## src/rtl/ram_access_arbiter.sv

```systemverilog
// ram_access_arbiter: shares one single-port data RAM between a core port (0) and a debug/loader port (1)
// Build option: define ARB_FIXED_PRIORITY_EN to make port 0 win every tie (default is round-robin).
// Ports:
//   clk_i, reset_i                              clock (rising edge), asynchronous active-high reset
//   mN_req_i, mN_we_i, mN_addr_i, mN_wdata_i    port N command, held stable until mN_gnt_o
//   mN_gnt_o                                    port N command accepted (1-cycle pulse)
//   mN_rvalid_o, mN_rdata_o                     port N read-valid pulse, read data held until next port N read
//   ram_en_o, ram_we_o, ram_addr_o, ram_wdata_o RAM command bus (addr/wdata hold their last driven value)
//   ram_rdata_i                                 RAM read data, valid RAM_LATENCY cycles after a read strobe
//   busy_o                                      an access is being sequenced
module ram_access_arbiter #(
    parameter int DATA_WIDTH  = 16,
    parameter int ADDR_WIDTH  = 8,
    parameter int RAM_LATENCY = 1
) (
    input  logic                  clk_i,
    input  logic                  reset_i,
    input  logic                  m0_req_i,
    input  logic                  m0_we_i,
    input  logic [ADDR_WIDTH-1:0] m0_addr_i,
    input  logic [DATA_WIDTH-1:0] m0_wdata_i,
    output logic                  m0_gnt_o,
    output logic                  m0_rvalid_o,
    output logic [DATA_WIDTH-1:0] m0_rdata_o,
    input  logic                  m1_req_i,
    input  logic                  m1_we_i,
    input  logic [ADDR_WIDTH-1:0] m1_addr_i,
    input  logic [DATA_WIDTH-1:0] m1_wdata_i,
    output logic                  m1_gnt_o,
    output logic                  m1_rvalid_o,
    output logic [DATA_WIDTH-1:0] m1_rdata_o,
    output logic                  ram_en_o,
    output logic                  ram_we_o,
    output logic [ADDR_WIDTH-1:0] ram_addr_o,
    output logic [DATA_WIDTH-1:0] ram_wdata_o,
    input  logic [DATA_WIDTH-1:0] ram_rdata_i,
    output logic                  busy_o
);
    if (RAM_LATENCY < 1 || RAM_LATENCY > 15) begin : g_bad_latency
        $error("ram_access_arbiter: RAM_LATENCY must be within 1..15");
    end
    typedef enum logic [1:0] {IDLE, ISSUE, WAIT} state_t;
    state_t                state_q, state_d;
    logic                  owner_q, owner_d;
    logic                  last_q, last_d;
    logic [3:0]            cnt_q, cnt_d;
    logic [ADDR_WIDTH-1:0] addr_q, addr_d;
    logic [DATA_WIDTH-1:0] wdata_q, wdata_d;
    logic [DATA_WIDTH-1:0] rdata0_q, rdata0_d, rdata1_q, rdata1_d;
    logic                  rvalid0_q, rvalid0_d, rvalid1_q, rvalid1_d;
    logic                  pick;
    logic                  sel_we;
    logic [ADDR_WIDTH-1:0] sel_addr;
    logic [DATA_WIDTH-1:0] sel_wdata;
`ifdef ARB_FIXED_PRIORITY_EN
    assign pick = ~m0_req_i;
`else
    // On a tie the port that did not win the previous access goes next.
    assign pick = (m0_req_i && m1_req_i) ? ~last_q : m1_req_i;
`endif
    // The owner's command is taken live in ISSUE; requesters hold it through gnt.
    assign sel_we    = owner_q ? m1_we_i    : m0_we_i;
    assign sel_addr  = owner_q ? m1_addr_i  : m0_addr_i;
    assign sel_wdata = owner_q ? m1_wdata_i : m0_wdata_i;
    always_ff @(posedge clk_i or posedge reset_i) begin
        if (reset_i) begin
            state_q   <= IDLE;
            owner_q   <= 1'b0;
            last_q    <= 1'b1;
            cnt_q     <= '0;
            addr_q    <= '0;
            wdata_q   <= '0;
            rdata0_q  <= '0;
            rdata1_q  <= '0;
            rvalid0_q <= 1'b0;
            rvalid1_q <= 1'b0;
        end else begin
            state_q   <= state_d;
            owner_q   <= owner_d;
            last_q    <= last_d;
            cnt_q     <= cnt_d;
            addr_q    <= addr_d;
            wdata_q   <= wdata_d;
            rdata0_q  <= rdata0_d;
            rdata1_q  <= rdata1_d;
            rvalid0_q <= rvalid0_d;
            rvalid1_q <= rvalid1_d;
        end
    end
    always_comb begin
        state_d   = state_q;
        owner_d   = owner_q;
        last_d    = last_q;
        cnt_d     = cnt_q;
        addr_d    = addr_q;
        wdata_d   = wdata_q;
        rdata0_d  = rdata0_q;
        rdata1_d  = rdata1_q;
        rvalid0_d = 1'b0;
        rvalid1_d = 1'b0;
        ram_en_o  = 1'b0;
        ram_we_o  = 1'b0;
        m0_gnt_o  = 1'b0;
        m1_gnt_o  = 1'b0;
        case (state_q)
            IDLE: begin
                if (m0_req_i || m1_req_i) begin
                    owner_d = pick;
                    state_d = ISSUE;
                end
            end
            ISSUE: begin
                ram_en_o = 1'b1;
                ram_we_o = sel_we;
                addr_d   = sel_addr;
                wdata_d  = sel_wdata;
                m0_gnt_o = ~owner_q;
                m1_gnt_o = owner_q;
                last_d   = owner_q;
                state_d  = sel_we ? IDLE : WAIT;
                cnt_d    = sel_we ? cnt_q : 4'(RAM_LATENCY);
            end
            WAIT: begin
                cnt_d = cnt_q - 4'd1;
                // Last wait cycle: RAM data is valid now, present it next cycle.
                if (cnt_q == 4'd1) begin
                    state_d = IDLE;
                    if (owner_q) begin
                        rdata1_d  = ram_rdata_i;
                        rvalid1_d = 1'b1;
                    end else begin
                        rdata0_d  = ram_rdata_i;
                        rvalid0_d = 1'b1;
                    end
                end
            end
            default: state_d = IDLE;
        endcase
    end
    // Address/data follow the owner in ISSUE and otherwise hold the last driven value.
    assign ram_addr_o  = addr_d;
    assign ram_wdata_o = wdata_d;
    assign m0_rvalid_o = rvalid0_q;
    assign m1_rvalid_o = rvalid1_q;
    assign m0_rdata_o  = rdata0_q;
    assign m1_rdata_o  = rdata1_q;
    assign busy_o      = state_q != IDLE;
endmodule
```

## config.mk

```make
export PLATFORM = sky130hd
export DESIGN_NAME = ram_access_arbiter
export DESIGN_NICKNAME = d
export VERILOG_FILES = /design/src/rtl/ram_access_arbiter.sv
export SDC_FILE = /design/constraint.sdc
export NUM_CORES = 1
export LEC_CHECK = 0
export BUFFER_PORTS_ARGS = -buffer_cell sky130_fd_sc_hd__buf_2
export CORE_ASPECT_RATIO = 0.5
export CORE_MARGIN = 1.5
export CORE_UTILIZATION = 32
export CTS_CLUSTER_DIAMETER = 50
export DETAILED_ROUTE_END_ITERATION = 8
export PLACE_DENSITY = 0.66
export SLEW_MARGIN = 20
export SYNTH_ARGS = -nofsm -noshare
export SYNTH_HDL_FRONTEND = slang
export SYNTH_SLANG_ARGS = --single-unit
```

## constraint.sdc

```tcl
create_clock -name clk_i -period 2.32 [get_ports clk_i]
set_clock_uncertainty 0.15 [all_clocks]
set_input_delay 0.348 -clock clk_i [delete_from_list [all_inputs] [get_ports clk_i]]
set_output_delay 0.348 -clock clk_i [all_outputs]
set_load 0.02 [all_outputs]
```

==> summary.md, run 1 <==
| Metric | Value |
|---|---|
| Status | `complete, no violations` |
| H-tree levels | `3` |
| Core area | `approximately 0.0088 mm²` |
| Clk pwr share | `0.234` |
| FP Rows | `24` |
| DP Area | `0.00374 mm²` |
| Adder-Cell Fraction of Synth Area | `0.0214` |
| Global Route met3 Usage | `0.0494` |
| Postcts setup bufs | `0` |
| Peak supply drop | `0.596 mV` |
| Max Buffers Root-to-Sink | `2` |
| Largest family of logic cells by synthesized area | `multiplexers` |
| Synth Area in Simple Gates | `0.0684` |
| Fin Setup TNS | `0 ns` |
| Die Width | `138 µm` |
| Switching Power | `0.00263 W` |
| CP required | `1.82 ns` |
| Cells after Synth | `230` |
| Final min period | `about 2.2 ns` |
| Synth Warn # | `0` |
| Dpl hpwl | `just under 5000 µm` |
| # setup viols final | `0` |
| Seq/Total Area, Yosys | `0.565` |
| Power after layout | `0.00677 W` |
| Max-Cap Viols | `0` |
| Met2 Track Usage GR | `0.258` |
| # diodes | `0` |
| CP Class | `flip-flop to output port` |
| Worst Setup Start Kind | `flip-flop` |
| Post-route ant nets | `0` |
| Design Area, Final | `a little over 0.004 mm²` |
| Port Buf Inserts | `132` |
| Share of cells above drive strength 1 | `0.527` |
| Nature of the critical path endpoint | `output port` |
| Max Slew Vio Count | `0` |
| GRT Util Overall | `0.147` |
| Final period util | `0.933` |
| Area delta synth->final | `41.7%` |
| Initial antenna violation count | `0` |
| WL per Instance | `13.7 µm` |
| Hold Vio Cnt, Final | `0` |
| GRT met1 Usage | `0.167` |
| Comb pwr share | `0.482` |
| Post-synthesis area per instance | `12.7 µm²` |
| Post-synth top area share | `0.556` |
| DR vias | `2228` |
| Starting density of the core | `0.333` |
| Max-slew headroom | `0.694` |
| FMAX | `462 MHz` |
| DRT iter0 DRCs | `106` |
| Post-Route WL | `about 6700 µm` |
| IO Count | `~130` |
| Worst Path Max Fanout | `24` |
| Die ar. | `0.00977 mm²` |
| Pin count of the biggest net entering global routing | `31` |
| RSZ-0062 raised after global routing | `no` |
| CTS Sinks | `66` |
| Routability cong. | `0.732` |
| Worst Hold Class | `input pin to flip-flop` |
| CP arrival | `approximately 1.7 ns` |
| Leak | `between 2 and 2.5 nW` |
| Post-route DRC | `0` |
| CTS buffer count | `9` |
| Post-Layout Cell Count | `491` |
| Seq pwr share | `0.284` |
| Synth Net Count | `305` |
| Layout fillers | `809` |
| Pwr/cell area | `roughly 1600 mW/mm²` |
| Clk root buf | `clkbuf_16` |
| Netlist Area Pre-Place | `0.00293 mm²` |
| Synth Area in Compound Gates | `0.0714` |
| Flop and latch count out of synthesis | `66` |
| Die H | `between 70 and 80 µm` |
| First-pass GRT wire length | `11300 µm` |
| CTS tree | `yes` |
| Synth Area in XOR/XNOR | `0` |
| Most used routing layer | `met2` |
| Largest area contributor in the netlist | `dfrtp_1` |
| Area contributors post-synth | `dfrtp_1 (56%), mux2i_1 (9.2%), mux2_2 (9.2%)` |
| Worst-margin pin slew | `0.447 ns` |
| Dpl cells | `473` |
| Switching share of power | `0.388` |
| Unique masters post-synth | `32` |
| Clock Pin Slew Worst Setup and Hold Paths | `0.05 ns` |
| First-pass iteration count of the detailed router | `4` |
| Post-synthesis mux area share | `0.231` |
| Vias per inst | `4.54` |
| Pint | `0.00414 W` |
| Vias in the first global route | `2289` |
| Total grt overflow | `0` |
| Nets | `444` |
| Worst skew pair latency | `0.32 ns` |
==> per-layer routing <==
metal	part of all wire	up-vias
li1	-	1077
met1	0.42	1083
met2	0.52	56
met3	0.041	12
met4	0.019	0
met5	0	-
==> registers in the layout, indices dropped and copies added (netlist names), 2 cells and up <==
signal and flops:
state_q 2, addr_q 8, wdata_q 16, m1_rdata_o 16, m0_rdata_o 16, cnt_q 4
==> critical path: stages, from the launching register on <==
cell and delay, ns:
dfrtp_1 0.37, inv_1 0.10, ha_2 0.26, bufbuf_16 0.33, a21oi_1 0.10, buf_2 0.17
==> cell usage after synthesis, drive strengths merged <==
cell / n
nand2b: 1
a22oi: 1
o21ai: 1
dfrtp: 65
a21o: 2
nor2: 28
nand2: 6
ha: 5
o2111a: 1
a211o: 1
clkbuf: 5
o221ai: 1
a32o: 1
and4bb: 1
nor2b: 2
nor3: 1
nand3b: 1
mux2i: 27
buf: 8
mux2: 33
a21oi: 26
and2: 1
dfstp: 1
o2bb2ai: 1
inv: 9
or3b: 1
==> cell type report <==
cell class,count,area [µm²],area share
tap,117,146,0.0353
clock inverter,4,97.6,0.0235
sequential,66,1650,0.398
timing repair buffer,141,808,0.195
multi-input combinational,142,1150,0.278
inverter,9,33.8,0.00814
clock buffer,12,256,0.0618
==> power by group through the flow <==
stage | combinational [W] | clock [W] | sequential [W]
floorplan | 0.00182 | 0 | 0.00229
global placement | 0.00314 | 0 | 0.00193
detailed placement | 0.00319 | 0 | 0.00194
CTS | 0.00331 | 0.00162 | 0.00193
global route | 0.00351 | 0.00169 | 0.00198
finish | 0.00326 | 0.00158 | 0.00192
==> per-stage QoR <==
stage                     utilization  hold slack, ns  worst slack (ns)
final                           0.472           0.118             0.155
after global routing            0.472           0.104           0.00920
after CTS                       0.471           0.106            0.0568
after detailed placement        0.425           0.167             0.364
after global placement          0.425           0.165             0.386
after floorplan                     -           0.346             0.112
==> repair_timing <==
item / in CTS / in global routing
gates cloned: 1 / 0
hold endpoints to repair: 11 / 0
resized for setup: 1 / 2
hold buffers: 1 / 0
setup endpoints to repair: 1 / 1
==> cell usage in the layout, fill, tap and decap left out, types with 2 or more instances in the layout <==
cell type	synthesis	layout
buf_2	0	131
dfrtp_1	65	65
nor2_1	28	28
mux2i_1	27	27
a21oi_1	26	25
mux2_2	24	24
mux2_4	9	9
clkbuf_16	0	9
inv_1	9	8
nand2_1	5	5
ha_1	5	4
buf_4	3	4
buf_12	0	4
bufinv_16	0	3
a21o_1	2	2
clkbuf_8	0	2
==> cells by family (layout without fill, tap and decap cells) <==
kind of cell,count (synthesis),after routing
simple gates,42,42
buf+inv,22,166
fa+ha+maj,5,5
mux,60,60
compound gates,35,35
flops,66,66
==> path summary, 6_finish.rpt <==
path	startpoint	endpoint	slack (ns)	cells after the start
worst min-delay path	ram_rdata_i[4]	m0_rdata_o[4]	0.12	2
worst min register to register	m0_rdata_o[11]	m0_rdata_o[11]	0.35	1
worst max register to register	state_q[0]	m0_rdata_o[3]	0.36	6
worst max-delay path	state_q[1]	ram_addr_o[7]	0.16	5
min in group asynchronous	reset_i	m0_rdata_o[14]	0.37	3
max in group asynchronous	reset_i	m1_rdata_o[12]	1.14	4
No activity file was read; power rests on OpenSTA's default activity.
==> inputs of run 2 (changes only) <==
CORE_UTILIZATION = 30   (was 32)
PLACE_DENSITY = unset   (was 0.66)
SETUP_SLACK_MARGIN = 0.4   (was unset)
==> run 2 against run 1 <==
Hold slack lost 0.0084 ns. Power is 9.6% higher. Sequential cell count stayed put. First-iteration DRC count fell by 54%. Global-route usage fell by 1.3 points. Utilization is 1.1 points higher. Die area up 6.5%. Final cell count up 5.3%. Fmax increased by 4.4%. Via count up 1.4%.
==> summary.md, run 2 (synthesized netlist as in run 1, its figures left out) <==
| Metric | Value |
|---|---|
| Status | `complete, no violations` |
| Worst Hold Class | `input pin to flip-flop` |
| Die Width | `143 µm (+3.2%)` |
| Hold Vio Cnt, Final | `0 (unchanged)` |
| First-pass GRT wire length | `10600 µm (-6.6%)` |
| GRT Util Overall | `0.135 (-0.0125)` |
| Dpl hpwl | `4550 µm (-5.8%)` |
| Worst r2r path cells | `7 (+1)` |
| # setup viols final | `0 (unchanged)` |
| FP Rows | `25 (+4.2%)` |
| Pint | `0.00447 W (+7.8%)` |
| Post-route DRC | `0 (unchanged)` |
| FMAX | `482 MHz (+4.4%)` |
| Clk pwr share | `0.180 (-0.054)` |
| Pin count of the biggest net entering global routing | `43 (+39%)` |
| Final min period | `2.07 ns (-0.0921 ns)` |
| CTS tree | `yes` |
| GRT met1 Usage | `0.155 (-0.0119)` |
| Routability cong. | `0.749 (+2.3%)` |
| Seq pwr share | `0.262 (-0.022)` |
| Core area | `0.00945 mm² (+7.4%)` |
| Post-route ant nets | `0 (unchanged)` |
| Switching share of power | `0.398 (+0.0104)` |
| WL per Instance | `13.0 µm (-4.9%)` |
| Worst path bufs/invs | `2 (-1)` |
| Fin Setup TNS | `0 ns (unchanged)` |
| Clock Pin Slew Worst Setup and Hold Paths | `0.06 ns (about the same)` |
| Max-slew headroom | `0.606 (-0.0880)` |
| Design Area, Final | `0.00456 mm² (+9.8%)` |
| Top delay family on crit path | `flip-flops` |
| DRT iter0 DRCs | `49 (-54%)` |
| Max-Cap Viols | `0 (unchanged)` |
| Leak | `2.17 nW (+3.0%)` |
| Starting density of the core | `0.310 (-0.0228)` |
| CP Class | `flip-flop to output port` |
| Nets | `452 (+1.8%)` |
| Post-Route WL | `6730 µm (+0.18%)` |
| Worst hold slack | `0.109 ns (-0.00843 ns)` |
| CP cell instances | `buf_12 > mux2i_2 > a21oi_4 > buf_6` |
| First-pass iteration count of the detailed router | `4 (unchanged)` |
| Max Buffers Root-to-Sink | `2 (unchanged)` |
| Share of cells above drive strength 1 | `0.639 (+0.112)` |
| Worst Path Max Fanout | `15 (-38%)` |
| Setup WS pre-CTS | `0.388 ns (+0.0231 ns)` |
| DP Area | `0.00382 mm² (+2.2%)` |
| Post-layout util | `0.482 (+0.0108)` |
| IO Count | `133 (unchanged)` |
| Worst-margin pin slew | `0.590 ns (+0.144 ns)` |
| Total grt overflow | `0 (unchanged)` |
| Switching Power | `0.00295 W (+13%)` |
| Global Route met3 Usage | `0.0433 (-0.00612)` |
| Slowest-stage cell, CP | `dfrtp_2` |
| Pwr/cell area | `1630 mW/mm² (-0.19%)` |
| Setup ws final | `0.247 ns (+0.0921 ns)` |
| Peak supply drop | `0.606 mV (+1.8%)` |
| CP arrival | `1.57 ns (-0.10 ns)` |
| Area delta synth->final | `55.6%` |
| RSZ-0062 raised after global routing | `yes` |
| Met2 Track Usage GR | `0.235 (-0.0224)` |
| Worst path max stage delay | `0.47 ns (+0.10 ns)` |
| Port Buf Inserts | `132 (unchanged)` |
| Comb pwr share | `0.558 (+0.076)` |
| Nature of the critical path endpoint | `output port` |
| # diodes | `0 (unchanged)` |
| Die H | `72.9 µm (+3.1%)` |
| Worst skew pair latency | `0.33 ns (about the same)` |
| CP required | `1.82 ns (about the same)` |
| H-tree levels | `3 (unchanged)` |
| DR vias | `2260 (+1.4%)` |
| Vias per inst | `4.37 (-3.7%)` |
| Most used routing layer | `met2` |
| Worst Hold Depth | `2 (unchanged)` |
| Initial antenna violation count | `0 (unchanged)` |
| Worst Setup Start Kind | `flip-flop` |
| Final period util | `0.893 (-0.0397)` |
| Critical path depth in cells | `4 (-1)` |
| Commonest non-fill, non-tap cell in the layout | `buf_2` |
| Vias in the first global route | `2199 (-3.9%)` |
| Die ar. | `0.0104 mm² (+6.5%)` |
| Clk root buf | `clkbuf_16` |
| Max Slew Vio Count | `0 (unchanged)` |
| Most frequent cells in the layout | `buf_2 (105), dfrtp_1 (64), nor2_1 (28), mux2_2 (24), buf_4 (23)` |
| CTS Sinks | `66 (unchanged)` |
| CTS buffer count | `9 (unchanged)` |
[run 2: changes by cell type in the layout (fill, tap and decap cells not counted), sizes merged]
| cell | previous run | this run |
|---|---|---|
| bufinv | 3 | 1 |
| inv | 9 | 8 |
| clkinvlp | 1 | 5 |
| buf | 139 | 148 |
| clkinv | 0 | 2 |
| bufbuf | 1 | 0 |
| clkbuf | 12 | 9 |
[run 2: power groups by stage]
stage                     clock network (W)  logic (W)  registers, W
after floorplan                           0    0.00194       0.00230
after detailed placement                  0    0.00326       0.00196
final                               0.00134    0.00414       0.00195
after global placement                    0    0.00324       0.00196
after global routing                0.00143    0.00441       0.00201
after CTS                           0.00139    0.00395       0.00195
[run 2: metrics by stage]
step	total power, W	std cells
global placement	0.00519	491
detailed placement	0.00522	491
CTS	0.00729	514
floorplan	0.00424	230
global route	0.00786	517
finish	0.00742	517
[run 2: final cells by class]
class,instances,area [µm²]
clock buffer,9,225
timing repair buffer,149,1000
tap,135,169
clock inverter,7,70.1
sequential,66,1650
multi-input combinational,142,1400
inverter,9,37.5
fill,872,4890
[run 2: what timing repair did]
item                                   in CTS  in global routing
resized for setup                          64                 19
buffers inserted                            5                  3
gates cloned                                1                  0
endpoints found under the hold margin      23                  0
hold buffers                                1                  0
setup endpoints to repair                  37                 61
pin swaps                                   1                  0
[run 2: worst paths after layout]
| kind | from | endpoint | slack [ns] |
|---|---|---|---|
| worst min-delay path | ram_rdata_i[4] | m0_rdata_o[4] | 0.11 |
| min in group asynchronous | reset_i | wdata_q[6] | 0.48 |
| worst max-delay path | owner_q | ram_wdata_o[5] | 0.25 |
| worst min register to register | m1_rdata_o[14] | m1_rdata_o[14] | 0.35 |
| worst max register to register | state_q[0] | m0_rdata_o[14] | 0.29 |
| max in group asynchronous | reset_i | m1_rdata_o[12] | 0.95 |
[run 2: worst reg2reg max path, stage by stage, from the launching register on]
cell	delay, ns
dfrtp_1	0.41
buf_4	0.15
inv_2	0.06
ha_2	0.20
and4bb_4	0.27
nor2b_4	0.16
buf_12	0.18
mux2_2	0.35
[run 2: per-layer routing]
metal	up-vias	routed length, µm
li1	1098	-
met1	1095	2830
met2	55	3510
met3	12	266
met4	0	121
met5	-	0
==> inputs of run 3 (changes only) <==
PLACE_DENSITY = 0.54   (was unset)
==> run 3 against run 2 <==
Clock power grew 3%. Wire length rose by 20%. Critical endpoint is now ram_addr_o[0]. Hold slack gained 0.0069 ns. Largest cell class unchanged. Clock-buffer cell count up 3. Sequential power barely moved. Utilization is 1.6 points higher. Final area up 3.2%. Power increased by 5.9%. Combinational power up 8.9%. Global-route usage increased by 1.5 points. Die area is the same.
==> summary.md, run 3 (synthesized netlist as in run 1, its figures left out) <==
| Metric | Value |
|---|---|
| Total grt overflow | `0 (unchanged)` |
| Max Buffers Root-to-Sink | `2 (unchanged)` |
| GRT Util Overall | `0.150 (+0.0148)` |
| Power after layout | `0.00786 W (+5.9%)` |
| CP arrival | `1.55 ns (-0.02 ns)` |
| FP Rows | `25 (unchanged)` |
| Fin Setup TNS | `0 ns (unchanged)` |
| Comb pwr share | `0.574 (+0.016)` |
| CTS Sinks | `66 (unchanged)` |
| Pwr/cell area | `1670 mW/mm² (+2.6%)` |
| Slowest-stage cell, CP | `dfrtp_2` |
| Critical path origin | `owner_q` |
| Reg-to-Reg Start | `state_q[0]` |
| Die Width | `143 µm (unchanged)` |
| Die ar. | `0.0104 mm² (unchanged)` |
| Pint | `0.00474 W (+6.2%)` |
| R2R Setup Slk | `0.29 ns (about the same)` |
| Max-slew headroom | `0.523 (-0.0827)` |
| Nature of the critical path endpoint | `output port` |
| Post-Layout Cell Count | `525 (+1.5%)` |
| Share of cells above drive strength 1 | `0.654 (+0.0151)` |
| Die H | `72.9 µm (unchanged)` |
| # diodes | `0 (unchanged)` |
| Routability cong. | `0.777 (+3.8%)` |
| CP cell instances | `buf_12 > mux2i_2 > a21oi_4 > buf_4` |
| Status | `complete, no violations` |
| CP Class | `flip-flop to output port` |
| Dpl hpwl | `5150 µm (+13%)` |
| Multi-input logic area | `0.00141 mm² (+0.98%)` |
| Peak supply drop | `0.513 mV (-15%)` |
| # setup viols final | `0 (unchanged)` |
| Worst Path Max Fanout | `12 (-3)` |
| Worst r2r path cells | `7 (unchanged)` |
| Worst Setup Start Kind | `flip-flop` |
| Port Buf Inserts | `132 (unchanged)` |
| Post-Route WL | `8070 µm (+20%)` |
| Top delay family on crit path | `flip-flops` |
| IO Count | `133 (unchanged)` |
| Worst Setup EP | `ram_addr_o[0]` |
| Nets | `460 (+1.8%)` |
| Most frequent cells in the layout | `buf_2 (104), dfrtp_1 (64), nor2_1 (28), buf_4 (27), mux2_2 (24)` |
| Max Slew Vio Count | `0 (unchanged)` |
| CP required | `1.82 ns (about the same)` |
| Clock Pin Slew Worst Setup and Hold Paths | `0.05 ns (about the same)` |
| Worst Hold Class | `input pin to flip-flop` |
| Hold Vio Cnt, Final | `0 (unchanged)` |
| DRT iter0 DRCs | `93 (+90%)` |
| Final period util | `0.881 (-0.0121)` |
| Area delta synth->final | `60.7%` |
| CTS buffer count | `9 (unchanged)` |
| First-pass GRT wire length | `11800 µm (+12%)` |
| Worst-margin pin slew | `0.714 ns (+0.124 ns)` |
| Initial antenna violation count | `0 (unchanged)` |
| Final min period | `2.04 ns (-0.0280 ns)` |
| R2r endpoint | `m0_rdata_o[13]` |
| Clk pwr share | `0.175 (-0.005)` |
| WL per Instance | `15.4 µm (+18%)` |
| Switching share of power | `0.396 (-0.00169)` |
| Critical path depth in cells | `4 (unchanged)` |
| Worst skew pair latency | `0.32 ns (about the same)` |
| RSZ-0062 raised after global routing | `yes` |
| Post-route ant nets | `0 (unchanged)` |
| Dpl cells | `490 (-0.20%)` |
| Clk root buf | `clkbuf_16` |
| Switching Power | `0.00312 W (+5.4%)` |
| DR vias | `2378 (+5.2%)` |
| Layout fillers | `818 (-6.2%)` |
| Post-route DRC | `0 (unchanged)` |
| CTS tree | `yes` |
| Max-Cap Viols | `0 (unchanged)` |
| FMAX | `489 MHz (+1.4%)` |
| First-pass iteration count of the detailed router | `4 (unchanged)` |
| Leak | `2.23 nW (+2.9%)` |
| Starting density of the core | `0.310 (unchanged)` |
| Register Area | `0.00165 mm² (unchanged)` |
| Pin count of the biggest net entering global routing | `32 (-26%)` |
| Commonest non-fill, non-tap cell in the layout | `buf_2` |
| Vias per inst | `4.53 (+3.6%)` |
| Worst path max stage delay | `0.48 ns (about the same)` |
| Core area | `0.00945 mm² (unchanged)` |
| Vias in the first global route | `2444 (+11%)` |
| Seq pwr share | `0.251 (-0.011)` |
| H-tree levels | `3 (unchanged)` |
| Worst path bufs/invs | `2 (unchanged)` |
==> run 3: changes by cell type in the layout (fill, tap and decap cells not counted), moves of 2 or more <==
cell      before  now
clkbuf_8       0    2
mux2i_4        4    2
buf_6         13   16
mux2i_2        6   10
buf_16         1    3
buf_4         23   27
a21oi_4        9   11
mux2i_1       17   15
==> run 3: area by class of cell <==
cell class	count	share of cell area
tap	135	0.0359
clock inverter	4	0.0106
inverter	9	0.00878
sequential	66	0.352
timing repair buffer	157	0.238
multi-input combinational	142	0.300
clock buffer	12	0.0545
==> run 3: power by group through the flow <==
stage          sequential (W)  clock (W)  combinational [W]
2_1_floorplan         0.00230          0            0.00194
3_5_place_dp          0.00199          0            0.00326
5_1_grt               0.00203    0.00147            0.00475
3_3_place_gp          0.00197          0            0.00321
6_report              0.00197    0.00138            0.00451
4_1_cts               0.00196    0.00140            0.00431
==> run 3: what timing repair did <==
action / in CTS / in global routing
hold buffers: 1 / 0
endpoints found under the hold margin: 21 / 0
cloned: 3 / 1
gates resized for setup: 76 / 14
setup buffers: 11 / 3
pin swaps: 3 / 0
setup endpoints to repair: 28 / 63
==> run 3: worst min path at each step <==
stage	startpoint	endpoint	slack, ns	depth (start not counted)
3_5_place_dp	m0_rdata_o[4]	m0_rdata_o[4]	0.34	1
3_3_place_gp	reset_i	m1_rdata_o[1]	0.33	2
6_report	ram_rdata_i[0]	m0_rdata_o[0]	0.12	2
2_1_floorplan	reset_i	addr_q[0]	0.34	1
4_1_cts	ram_rdata_i[1]	m0_rdata_o[1]	0.10	2
5_1_grt	ram_rdata_i[14]	m1_rdata_o[14]	0.10	2
==> run 3: per-stage QoR <==
| stage | utilization | worst slack, ns | hold WS (ns) | instance area (µm²) |
|---|---|---|---|---|
| after floorplan | - | 0.309 | 0.342 | 2990 |
| after global placement | 0.404 | 0.369 | 0.328 | 3820 |
| after detailed placement | 0.404 | 0.348 | 0.341 | 3820 |
| after CTS | 0.486 | 0.272 | 0.103 | 4590 |
| after global routing | 0.498 | 0.217 | 0.103 | 4700 |
| final | 0.498 | 0.275 | 0.116 | 4700 |
==> run 3: layer usage <==
metal  GRT usage  vias up  share of wire
met1       0.171     1195           0.42
met4      0.0767        0          0.023
met2       0.257       55           0.52
met5           0        -              0
li1            -     1109              -
met3      0.0466       19          0.039
